$ cat src/rtl/vga_frame_capture.sv
// Video capture stage: recovers raster position from the syncs, measures line/frame size,
// and streams windowed pixels with coordinates through a small show-ahead valid/ready FIFO.
module vga_frame_capture #(
   parameter logic SYNC_POL   = 1'b0,
   parameter int   H_START    = 144,
   parameter int   H_WIDTH    = 640,
   parameter int   V_START    = 40,
   parameter int   V_HEIGHT   = 480,
   parameter int   FIFO_DEPTH = 4
) (
   input  logic        fclk,
   input  logic        rst,
   input  logic        vhsync,
   input  logic        vvsync,
   input  logic [1:0]  vred,
   input  logic [1:0]  vgrn,
   input  logic [1:0]  vblu,
   input  logic        pix_ready,
   output logic        pix_valid,
   output logic [5:0]  pix_data,
   output logic [9:0]  pix_x,
   output logic [9:0]  pix_y,
   output logic        pix_sof,
   output logic [11:0] line_len,
   output logic [10:0] frame_lines,
   output logic        meas_stb,
   output logic        overflow
);

   localparam int PTR_W   = (FIFO_DEPTH > 1) ? $clog2(FIFO_DEPTH) : 1;
   localparam int ENTRY_W = 27;

   localparam logic [11:0]    H_LO     = H_START[11:0];
   localparam logic [11:0]    H_HI     = 12'(H_START + H_WIDTH);
   localparam logic [10:0]    V_LO     = V_START[10:0];
   localparam logic [10:0]    V_HI     = 11'(V_START + V_HEIGHT);
   localparam logic [PTR_W:0] FULL_CNT = FIFO_DEPTH[PTR_W:0];

   // ------------------------------------------------------------------
   // Input register stage
   // ------------------------------------------------------------------
   logic       hs_reg;
   logic       vs_reg;
   logic [5:0] rgb_reg;

   // Syncs reset to their inactive level so reset release cannot fake an edge.
   always_ff @(posedge fclk or posedge rst) begin
      if (rst) begin
         hs_reg  <= ~SYNC_POL;
         vs_reg  <= ~SYNC_POL;
         rgb_reg <= '0;
      end else begin
         hs_reg  <= vhsync;
         vs_reg  <= vvsync;
         rgb_reg <= {vred, vgrn, vblu};
      end
   end

   // ------------------------------------------------------------------
   // Sync edge detection and raster counters
   // ------------------------------------------------------------------
   logic        hs_act;
   logic        vs_act;
   logic        hs_act_prev_reg;
   logic        vs_act_prev_reg;
   logic        hs_edge;
   logic        vs_edge;

   logic [11:0] hcnt_reg;
   logic [11:0] hcnt_next;
   logic [10:0] vcnt_reg;
   logic [10:0] vcnt_next;
   logic [11:0] line_len_reg;
   logic [11:0] line_len_next;
   logic [10:0] frame_lines_reg;
   logic [10:0] frame_lines_next;
   logic        meas_stb_reg;
   logic        meas_stb_next;
   logic        synced_reg;
   logic        synced_next;

   assign hs_act  = (hs_reg == SYNC_POL);
   assign vs_act  = (vs_reg == SYNC_POL);
   assign hs_edge = hs_act & ~hs_act_prev_reg;
   assign vs_edge = vs_act & ~vs_act_prev_reg;

   always_comb begin
      hcnt_next        = (hcnt_reg == 12'hFFF) ? hcnt_reg : hcnt_reg + 12'd1;
      line_len_next    = line_len_reg;
      vcnt_next        = vcnt_reg;
      frame_lines_next = frame_lines_reg;
      meas_stb_next    = 1'b0;
      synced_next      = synced_reg;

      if (hs_edge) begin
         hcnt_next     = '0;
         line_len_next = (hcnt_reg == 12'hFFF) ? hcnt_reg : hcnt_reg + 12'd1;
      end

      // A vsync edge overrides the line increment from a coincident hsync edge.
      if (vs_edge) begin
         frame_lines_next = vcnt_reg;
         vcnt_next        = '0;
         meas_stb_next    = 1'b1;
         synced_next      = 1'b1;
      end else if (hs_edge && vcnt_reg != 11'h7FF) begin
         vcnt_next = vcnt_reg + 11'd1;
      end
   end

   always_ff @(posedge fclk or posedge rst) begin
      if (rst) begin
         hs_act_prev_reg <= 1'b0;
         vs_act_prev_reg <= 1'b0;
         hcnt_reg        <= '0;
         vcnt_reg        <= '0;
         line_len_reg    <= '0;
         frame_lines_reg <= '0;
         meas_stb_reg    <= 1'b0;
         synced_reg      <= 1'b0;
      end else begin
         hs_act_prev_reg <= hs_act;
         vs_act_prev_reg <= vs_act;
         hcnt_reg        <= hcnt_next;
         vcnt_reg        <= vcnt_next;
         line_len_reg    <= line_len_next;
         frame_lines_reg <= frame_lines_next;
         meas_stb_reg    <= meas_stb_next;
         synced_reg      <= synced_next;
      end
   end

   // ------------------------------------------------------------------
   // Capture window
   // ------------------------------------------------------------------
   logic               in_h;
   logic               in_v;
   logic               capture;
   logic [9:0]         cap_x;
   logic [9:0]         cap_y;
   logic               cap_sof;
   logic [ENTRY_W-1:0] wr_entry;

   assign in_h    = (hcnt_reg >= H_LO) && (hcnt_reg < H_HI);
   assign in_v    = (vcnt_reg >= V_LO) && (vcnt_reg < V_HI);
   assign capture = synced_reg & in_h & in_v & ~hs_act & ~vs_act;

   assign cap_x    = 10'(hcnt_reg - H_LO);
   assign cap_y    = 10'(vcnt_reg - V_LO);
   assign cap_sof  = (hcnt_reg == H_LO) && (vcnt_reg == V_LO);
   assign wr_entry = {cap_sof, cap_x, cap_y, rgb_reg};

   // ------------------------------------------------------------------
   // Show-ahead output FIFO
   // ------------------------------------------------------------------
   logic [PTR_W-1:0]   wr_ptr_reg;
   logic [PTR_W-1:0]   rd_ptr_reg;
   logic [PTR_W:0]     count_reg;
   logic [PTR_W:0]     count_next;
   logic               overflow_reg;
   logic               empty;
   logic               full;
   logic               pop;
   logic               wr_en;
   logic               drop;
   logic [ENTRY_W-1:0] mem_rd [FIFO_DEPTH];
   logic [ENTRY_W-1:0] head_entry;

   assign empty = (count_reg == '0);
   assign full  = (count_reg == FULL_CNT);
   assign pop   = ~empty & pix_ready;
   // A pop in the same cycle frees the slot, so a full FIFO still accepts the push.
   assign wr_en = capture & (~full | pop);
   assign drop  = capture & full & ~pop;

   genvar gi;
   generate
      for (gi = 0; gi < FIFO_DEPTH; gi++) begin : g_slot
         logic [ENTRY_W-1:0] slot_reg;

         always_ff @(posedge fclk) begin
            if (wr_en && wr_ptr_reg == PTR_W'(gi)) begin
               slot_reg <= wr_entry;
            end
         end

         assign mem_rd[gi] = slot_reg;
      end
   endgenerate

   always_comb begin
      count_next = count_reg;
      case ({wr_en, pop})
         2'b10:   count_next = count_reg + 1'b1;
         2'b01:   count_next = count_reg - 1'b1;
         default: count_next = count_reg;
      endcase
   end

   always_ff @(posedge fclk or posedge rst) begin
      if (rst) begin
         wr_ptr_reg   <= '0;
         rd_ptr_reg   <= '0;
         count_reg    <= '0;
         overflow_reg <= 1'b0;
      end else begin
         if (wr_en) begin
            wr_ptr_reg <= wr_ptr_reg + 1'b1;
         end
         if (pop) begin
            rd_ptr_reg <= rd_ptr_reg + 1'b1;
         end
         count_reg <= count_next;
         if (drop) begin
            overflow_reg <= 1'b1;
         end
      end
   end

   // Slots carry no reset, so the head is masked while the FIFO is empty.
   assign head_entry = mem_rd[rd_ptr_reg];
   assign pix_valid  = ~empty;
   assign {pix_sof, pix_x, pix_y, pix_data} = empty ? '0 : head_entry;

   assign line_len    = line_len_reg;
   assign frame_lines = frame_lines_reg;
   assign meas_stb    = meas_stb_reg;
   assign overflow    = overflow_reg;

endmodule

$ cat config.mk
export PLATFORM = sky130hd
export DESIGN_NAME = vga_frame_capture
export DESIGN_NICKNAME = d
export VERILOG_FILES = /design/src/rtl/vga_frame_capture.sv
export SDC_FILE = /design/constraint.sdc
export NUM_CORES = 1
export LEC_CHECK = 0
export ABC_AREA = 1
export ABC_CLOCK_PERIOD_IN_PS = 4720
export CELL_PAD_IN_SITES_DETAIL_PLACEMENT = 1
export CELL_PAD_IN_SITES_GLOBAL_PLACEMENT = 1
export CORE_UTILIZATION = 40
export DETAILED_ROUTE_END_ITERATION = 10
export GPL_TIMING_DRIVEN = 0
export HOLD_SLACK_MARGIN = 0.08
export PLACE_DENSITY_LB_ADDON = 0.1
export SYNTH_ARGS = -nofsm -noshare
export SYNTH_HDL_FRONTEND = slang
export SYNTH_SLANG_ARGS = --single-unit
$ cat constraint.sdc
create_clock -name fclk -period 4.72 [get_ports fclk]
set_input_delay 0.944 -clock fclk [delete_from_list [all_inputs] [get_ports fclk]]
set_output_delay 0.944 -clock fclk [all_outputs]
set_load 0.01 [all_outputs]
==> results.txt, run 1 <==
Largest net degree at the start of global routing -> 67
Drc violations -> 0
Post-Synth XOR/XNOR Area -> 0.0249
Hold path start -> vs_reg$_DFF_PP1_
Die width -> 138 microns
PD cells -> 517 nW/um^2
R2r endpoint -> g_slot[2].slot_reg[14]$_DFFE_PP_
Sequential group share of total power -> 0.375
Clock buffer depth -> 2
N_diodes -> 0
Worst Clk Skew -> 0.0101 ns
Final wirelength -> 18700 microns
Flops & latches, synth -> 174
Site Rows -> 49
Post-synthesis mux area share -> 0
Max reg flops -> 108
Fill cells -> 1951
Commonest non-fill, non-tap cell in the layout -> nor2_1
First DRT Iteration DRCs -> 202
Switching power -> 1470 uW
Element type at the critical path start -> flop
Vias per cell -> 5.12
Placed Cells -> 988
Layout cells sized above 1 -> 0.0886
Total power -> 4690 uW
Initial antenna violation count -> 0
Leakage -> 0.00339 uW
Core outline area -> 18000 sq um
Power Internal -> 3220 uW
Final global-route overflow total -> 0
DP HPWL -> 12400 microns
Cts hold-fix bufs -> 0
Fin. max-slew vios -> 0
Cell breakdown of the critical path -> buf_2, clkbuf_1, nor2_1, nor2_1, o21ai_0, a21oi_1, clkdlybuf4s50_1
Nets -> 803
Rel. slew slack -> 0.407
WHS Endpoint -> vs_act_prev_reg$_DFF_PP0_
Worst R2R Start -> vcnt_reg[3]$_DFFE_PP0P_
Post-route clock period utilization -> 0.776
Vias in the first global route -> 5580
Min Tclk post-route -> 3.66 ns
Gr usage total -> 0.213
Clock share of power -> 0.317
Non-Filler Instances -> 1019
Port-buffer cells -> 63
Fin. Hold Viols -> 0
Critical path peak fanout -> 10
Mapped Cells -> 692
H-tree depth -> 4
Clock tree root driver cell -> clkbuf_16
Simple-gate area share of the yosys netlist -> 0.157
I/O pin count -> 64
Setup TNS -> 0 ns
WS Path Type -> flop to output port
Clk sinks -> 174
WP data required -> 3.78 ns
Wirelength per Cell -> 18.3 microns
Synth cell types -> 35
Crit path depth -> 7
CTS-repair resized insts -> 0
Fin util -> 0.503
VDD IR-drop max -> 0.363 mV
Die height -> 138 microns
Initial Util -> 0.410
Clk_lat worst skew -> 0.43 ns
CTS clk-pin slew, worst paths -> 0.06 ns
Worst Path Buf+Inv -> 3
Most frequent cells in the layout -> 147 x nor2_1, 108 x edfxtp_1, 80 x o21ai_0
Synth Area in Compound Gates -> 0.0873
RSZ-0062 raised after global routing -> no
R2R cell count -> 11
Die area -> 19000 sq um
Mean area per synthesized cell -> 10.7 sq um
TritonCTS Buffers -> 17
Type of the worst min-delay path -> flop to flop
Post-CTS Setup Inserts -> 0
Via count -> 5214
Area growth from synthesis to layout -> 22.7%
Max Freq -> 273 MHz
Hold Slack -> 0.450 ns
Max incr delay on CP -> 0.58 ns
Hold depth -> 1
Most frequent CP cell -> nor2_1
Main combinational cell family by area after synthesis -> simple AND/OR/NAND/NOR gates
CP arrival -> 2.72 ns
Drt pass-1 iters -> 4
Global-route wire length before repair -> 29700 microns
Status -> finished, final reports clean
Combinational share of power -> 0.308
Reg2reg setup slack -> 1.70 ns
Post-route ant nets -> 0
Net Count, Synth -> 717
Post-Syn Area -> 7390 sq um
Critical path's top delay family -> buffers and inverters
CP endpoint kind -> output port
Setup-failing EPs final -> 0
Max stage delay cell, worst path -> clkdlybuf4s50_1
Final Wtd Congestion -> 0.782
YS warnings -> 0
Adder-Cell Fraction of Synth Area -> 0.0247
Switching part of the total power -> 0.313
CTS tree -> yes
Max Cap Violations -> 0
Sequential-to-total area share from yosys stat -> 0.662
Worst-Margin Slew -> 0.890 ns
## worst register-to-register path, cell delays in order (launching register included)
cell     delay (ns)
dfrtp_1        0.42
inv_1          0.21
ha_1           0.21
inv_1          0.04
nor2_1         0.14
nand3_1        0.10
nand2_1        0.08
nand2_1        0.07
nor2_2         0.19
nand3_1        0.44
nor2_4         0.58
buf_16         0.23
## cell families after synthesis
logic type	count (synthesis)
XOR/XNOR	21
adder cells (fa/ha/maj)	14
AND/OR/NAND/NOR	274
AO/OA/AOI/OAI	126
buffers and inverters	83
flip-flops	174
## cell usage after synthesis
| cell type | count | area (sq um) |
|---|---|---|
| inv_4 | 1 | 6.26 |
| or2_2 | 1 | 6.26 |
| buf_4 | 1 | 7.51 |
| nand3_2 | 3 | 30.0 |
| ha_1 | 13 | 163 |
| inv_2 | 5 | 18.8 |
| xor2_1 | 20 | 175 |
| dfstp_2 | 2 | 52.6 |
| clkbuf_1 | 12 | 45.0 |
| buf_2 | 5 | 25.0 |
| buf_1 | 9 | 33.8 |
| a31oi_1 | 2 | 12.5 |
| nor2_2 | 5 | 31.3 |
| a21oi_1 | 36 | 180 |
| o21ai_1 | 4 | 20.0 |
| edfxtp_1 | 108 | 3240 |
| nor3_1 | 6 | 30.0 |
| o21bai_1 | 1 | 7.51 |
| nand3_1 | 18 | 90.1 |
| o31ai_1 | 1 | 7.51 |
| nand4_1 | 4 | 25.0 |
| nor4_1 | 1 | 6.26 |
| nor3b_1 | 1 | 7.51 |
| dfrtp_1 | 64 | 1600 |
| inv_1 | 50 | 188 |
| nor2_1 | 151 | 567 |
| o21ai_0 | 80 | 400 |
| fa_1 | 1 | 20.0 |
| xnor2_1 | 1 | 8.76 |
| nor2_4 | 1 | 11.3 |
| nand4_2 | 1 | 12.5 |
| nand2_4 | 3 | 33.8 |
| nand2_2 | 5 | 31.3 |
| nand2_1 | 74 | 278 |
| a21oi_2 | 2 | 17.5 |
## per-stage QoR
stage / worst slack, ns / area [sq um]
final: 1.06 / 9070
after global routing: 0.835 / 9070
after CTS: 1.03 / 9070
after detailed placement: 1.52 / 8450
after global placement: 0.211 / 8310
after floorplan: 1.76 / 7390
## power by group through the flow
stage	clock network [uW]	registers, uW	logic [uW]
floorplan	0	1780	742
global placement	0	1790	1410
detailed placement	0	1790	1460
CTS	1510	1760	1460
global route	1560	1770	1590
finish	1490	1760	1440
## metal layers
layer | wire, microns | up-vias | GRT usage | part of all wire
met3 | 565 | 25 | 0.0475 | 0.030
met2 | 9380 | 92 | 0.362 | 0.50
met1 | 8440 | 2624 | 0.268 | 0.45
met4 | 300 | 0 | 0.0682 | 0.016
met5 | 0 | - | 0 | 0
li1 | - | 2473 | - | -
## area by class of cell
class	count	area [sq um]	area share
Sequential cell	174	4900	0.540
Multi-Input combinational cell	435	2200	0.243
Timing Repair Buffer	67	741	0.0817
Clock buffer	24	482	0.0531
Tap cell	229	287	0.0316
Inverter	56	215	0.0237
Clock inverter	7	136	0.0150
Buffer	27	111	0.0123
## worst max-delay path by stage
stage,slack [ns],start,end
after floorplan,1.76,vcnt_reg[3]$_DFFE_PP0P_,g_slot[0].slot_reg[0]$_DFFE_PP_
after global placement,0.21,pix_ready,g_slot[1].slot_reg[9]$_DFFE_PP_
after detailed placement,1.52,rd_ptr_reg[0]$_DFFE_PP0P_,pix_x[8]
after CTS,1.03,rd_ptr_reg[0]$_DFFE_PP0P_,pix_x[2]
after global routing,0.83,rd_ptr_reg[0]$_DFFE_PP0P_,pix_x[8]
final,1.06,rd_ptr_reg[0]$_DFFE_PP0P_,pix_x[8]
(Power assumes the default switching activity.)
==> inputs of run 2 (changes only) <==
Settings changed: ABC_CLOCK_PERIOD_IN_PS 4720 to 3000.
Clock period 4.72 ns to 3 ns, I/O delays scaled along.
==> run 2 against run 1 <==
Compared with the run above:
- global-route usage is 0.072 points higher
- routed wire length up 0.78%
- sequential power up 57%
- final area grew 1.4%
- first-iteration DRC count is 13% higher
- register-to-register slack worse by 1.4 ns
- combinational power is 61% higher
- die area is the same
- sequential share of layout area shrank 0.73 points
- sequential cell count unchanged
- critical path depth did not move
- critical path type unchanged
==> results.txt, run 2 (synthesis gave the netlist of run 1 again) <==
Status -> finished, final reports clean
Clk_lat worst skew -> 0.43 ns
N_diodes -> 0
PD cells -> 807 nW/um^2
TritonCTS Buffers -> 17
Max Freq -> 344 MHz
Clock tree root driver cell -> clkbuf_16
Combinational share of power -> 0.313
Worst slack at placement -> -0.0829 ns
Placed inst area -> 8450 sq um
Max Cap Violations -> 0
Post-route clock period utilization -> 0.968
Fin. max-slew vios -> 0
Setup-failing EPs final -> 0
Switching part of the total power -> 0.311
Global-route wire length before repair -> 29800 microns
Clock buffer depth -> 2
FF/Latch Area -> 4900 sq um
Min Tclk post-route -> 2.90 ns
Die area -> 19000 sq um
Final wirelength -> 18800 microns
Leakage -> 0.00351 uW
Die height -> 138 microns
CP endpoint kind -> output port
WP data required -> 2.40 ns
Vias in the first global route -> 5591
Clk sinks -> 174
Worst Clk Skew -> 0.0204 ns
Element type at the critical path start -> flop
Setup TNS -> 0 ns
Layout cells sized above 1 -> 0.116
Area occupied by multi-input gates -> 2200 sq um
I/O pin count -> 64
Final global-route overflow total -> 0
Area growth from synthesis to layout -> 24.4%
H-tree depth -> 4
Fill cells -> 1952
Fin. Hold Viols -> 0
CP arrival -> 2.30 ns
Via count -> 5224
Most frequent cells in the layout -> 147 x nor2_1, 108 x edfxtp_1, 80 x o21ai_0
RSZ-0062 raised after global routing -> no
Post-route setup slack -> 0.0965 ns
Die width -> 138 microns
Worst-Margin Slew -> 0.894 ns
Initial antenna violation count -> 0
Wirelength per Cell -> 18.4 microns
Drt pass-1 iters -> 4
Core outline area -> 18000 sq um
Drc violations -> 0
Type of the worst min-delay path -> flop to flop
Clock share of power -> 0.314
Port-buffer cells -> 63
Site Rows -> 49
Power Internal -> 5110 uW
DP HPWL -> 12400 microns
Commonest non-fill, non-tap cell in the layout -> nor2_1
Max reg flops -> 108
Switching power -> 2310 uW
Vias per cell -> 5.10
Largest net degree at the start of global routing -> 67
Final Wtd Congestion -> 0.782
WS Path Type -> flop to output port
Rel. slew slack -> 0.404
Cts hold-fix bufs -> 0
VDD IR-drop max -> 0.535 mV
Post-route ant nets -> 0
Nets -> 808
Critical path peak fanout -> 10
Initial Util -> 0.410
CTS clk-pin slew, worst paths -> 0.06 ns
Gr usage total -> 0.213
Final Instance Area -> 9200 sq um
Sequential group share of total power -> 0.374
CTS tree -> yes
Total power -> 7420 uW
First DRT Iteration DRCs -> 229
-- run 2: cell types whose count changed in the layout (fill, tap and decap cells not counted), moves of 3 or more --
cell	delta
clkbuf_2	+7
clkdlybuf4s50_1	-4
buf_2	+3
buf_12	+3
clkbuf_1	-7
buf_1	-9
dlymetal6s2s_1	+4
buf_4	+6
-- run 2: power by group through the flow --
stage	logic, uW	clock network (uW)	registers, uW
final	2320	2330	2770
after global routing	2550	2460	2790
after CTS	2340	2380	2770
after detailed placement	2290	0	2820
after global placement	2220	0	2810
after floorplan	1170	0	2800
-- run 2: repair_timing --
item,4_1_cts,5_1_grt
setup buffers,5,0
pin swaps,3,2
gates cloned,0,0
setup endpoints to repair,97,24
gates resized for setup,17,15
-- run 2: final timing paths --
kind                                            from                               end  slack, ns  cells past startpoint
max in group asynchronous                        rst              rgb_reg[0]$_DFF_PP0_       1.67                      2
min reg2reg                         vs_reg$_DFF_PP1_         vs_act_prev_reg$_DFF_PP0_       0.45                      1
min                                 vs_reg$_DFF_PP1_         vs_act_prev_reg$_DFF_PP0_       0.45                      1
max reg2reg                  vcnt_reg[3]$_DFFE_PP0P_  g_slot[0].slot_reg[12]$_DFFE_PP_       0.26                     11
min in group asynchronous                        rst        frame_lines[2]$_DFFE_PP0P_       0.69                      2
max                        rd_ptr_reg[0]$_DFFE_PP0P_                          pix_x[2]        0.1                      7
-- run 2: final cells by class --
cell class / count / area share
Multi-Input combinational cell: 435 / 0.239
Buffer: 27 / 0.0163
Inverter: 56 / 0.0234
Clock inverter: 7 / 0.0148
Timing Repair Buffer: 72 / 0.0898
Clock buffer: 24 / 0.0524
Sequential cell: 174 / 0.533
Tap cell: 229 / 0.0312
-- run 2: per-stage QoR --
stage                util  hold slack [ns]  cells
floorplan               -            0.422    692
finish              0.510            0.450   1024
global route        0.510            0.477   1024
detailed placement  0.469            0.434    988
global placement    0.461            0.430    984
CTS                 0.509            0.451   1024
-- run 2: layer usage --
layer | track usage | wire, microns | part of all wire
met2 | 0.367 | 9520 | 0.51
met5 | 0 | 0 | 0
met1 | 0.268 | 8470 | 0.45
met3 | 0.0457 | 648 | 0.034
met4 | 0.0634 | 188 | 0.010
-- run 2: critical path: stages (launching register included) --
cell and delay, ns:
dfrtp_1 0.39, buf_4 0.21, clkbuf_4 0.24, nor2_1 0.07, nor2_1 0.08, o21ai_0 0.10
a21oi_1 0.23, clkdlybuf4s50_1 0.58
==> inputs of run 3 (changes only) <==
Settings changed: TNS_END_PERCENT from default to 10.
==> run 3 against run 2 <==
Compared with the run above:
- clock skew decreased by 0.011 ns
- setup slack lost 0.046 ns
- first-iteration DRC count grew 14%
- routed wire length is 0.28% lower
- largest cell class unchanged
==> results.txt, run 3 (synthesis gave the netlist of run 1 again) <==
CP arrival -> 2.35 ns
Status -> finished, final reports clean
Max reg flops -> 108
Max stage delay cell, worst path -> clkdlybuf4s50_1
Post-route ant nets -> 0
Setup-failing EPs final -> 0
Die width -> 138 microns
Clock buffer depth -> 2
Max Freq -> 339 MHz
I/O pin count -> 64
Total power -> 7420 uW
Placed Cells -> 988
Rel. slew slack -> 0.400
Max Cap Violations -> 0
Vias in the first global route -> 5577
Crit. Startpoint -> rd_ptr_reg[1]$_DFFE_PP0P_
Cts hold-fix bufs -> 0
RSZ-0062 raised after global routing -> yes
TritonCTS Buffers -> 17
Die area -> 19000 sq um
First DRT Iteration DRCs -> 261
Port-buffer cells -> 63
H-tree depth -> 4
Clock tree root driver cell -> clkbuf_16
Layout cells sized above 1 -> 0.113
Clk sinks -> 174
Critical path peak fanout -> 10
Fin. max-slew vios -> 0
Clk_lat worst skew -> 0.42 ns
Core outline area -> 18000 sq um
Hold path start -> vs_reg$_DFF_PP1_
Worst Clk Skew -> 0.00934 ns
Global-route wire length before repair -> 29700 microns
Wirelength per Cell -> 18.4 microns
Max incr delay on CP -> 0.59 ns
Most frequent cells in the layout -> 147 x nor2_1, 108 x edfxtp_1, 80 x o21ai_0
Area growth from synthesis to layout -> 23.8%
Element type at the critical path start -> flop
N_diodes -> 0
Drc violations -> 0
PD cells -> 811 nW/um^2
Leakage -> 0.00348 uW
WP data required -> 2.40 ns
DP HPWL -> 12400 microns
Site Rows -> 49
Min Tclk post-route -> 2.95 ns
Non-Filler Instances -> 1020
Fin. Hold Viols -> 0
Initial antenna violation count -> 0
CP endpoint kind -> output port
Worst-Margin Slew -> 0.900 ns
Vias per cell -> 5.14
Initial Util -> 0.410
Reg2reg setup slack -> 0.24 ns
Via count -> 5240
Cell breakdown of the critical path -> buf_4, inv_2, buf_2, nor2_1, o21ai_0, a21oi_1, clkdlybuf4s50_1
WS Path Type -> flop to output port
CTS tree -> yes
Worst R2R Start -> vcnt_reg[3]$_DFFE_PP0P_
Commonest non-fill, non-tap cell in the layout -> nor2_1
Drt pass-1 iters -> 4
Die height -> 138 microns
Final wirelength -> 18800 microns
Type of the worst min-delay path -> flop to flop
Largest net degree at the start of global routing -> 67
Final Wtd Congestion -> 0.782
Gr usage total -> 0.213
VDD IR-drop max -> 0.537 mV
Post-route clock period utilization -> 0.983
CTS clk-pin slew, worst paths -> 0.06 ns
Nets -> 804
Final global-route overflow total -> 0
==> run 3: cell types whose count changed in the layout (fill, tap and decap cells not counted), sizes merged <==
cell           change
buf                -5
dlymetal6s2s       -1
clkdlybuf4s50      +1
clkbuf             +1
==> run 3: per-stage QoR <==
step	utilization	cell area (sq um)	hold WS, ns	worst slack, ns	setup TNS [ns]
final	0.508	9150	0.451	0.0504	0
after global routing	0.508	9150	0.477	-0.0299	-0.0475
after CTS	0.506	9120	0.451	-0.0164	-0.0258
after detailed placement	0.469	8450	0.434	-0.0829	-4.49
after global placement	0.461	8310	0.430	-1.44	-192.20
after floorplan	-	7390	0.422	0.0398	0
==> run 3: area by class of cell <==
cell class,instances,area (sq um)
clock inverter,7,136
multi-input combinational,435,2210
clock buffer,24,482
buffer,27,150
tap,229,287
timing repair buffer,68,768
inverter,56,215
fill,1953,8870
sequential,174,4900
==> run 3: timing repair <==
item / 4_1_cts / 5_1_grt
endpoints found under the setup margin: 97 / 33
gates resized for setup: 18 / 14
pin swaps: 1 / 1
setup buffers: 1 / 0
==> run 3: critical path: cells and delay by family, from the launching register on <==
kind | cells | cell delay [ns]
flip-flops | 1 | 0.33
AO/OA/AOI/OAI | 2 | 0.34
buffers and inverters | 4 | 1.12
AND/OR/NAND/NOR | 1 | 0.14
==> run 3: per-layer routing <==
layer	global-route usage	up-vias	wire length, microns
met5	0	-	0
met4	0.0652	0	263
met1	0.268	2641	8380
met2	0.364	97	9460
met3	0.0457	25	664
li1	-	2477	-
==> run 3: path summary, 6_finish.rpt <==
kind | to | cells past startpoint
max | pix_y[8] | 7
min | vs_act_prev_reg$_DFF_PP0_ | 1
max reg2reg | g_slot[2].slot_reg[14]$_DFFE_PP_ | 11
min reg2reg | vs_act_prev_reg$_DFF_PP0_ | 1
max in group asynchronous | rgb_reg[0]$_DFF_PP0_ | 2
min in group asynchronous | frame_lines[2]$_DFFE_PP0P_ | 2
==> run 3: where the power goes <==
group          internal (uW)  switching (uW)
sequential              2660             111
clock                   1450             877
combinational            997            1320
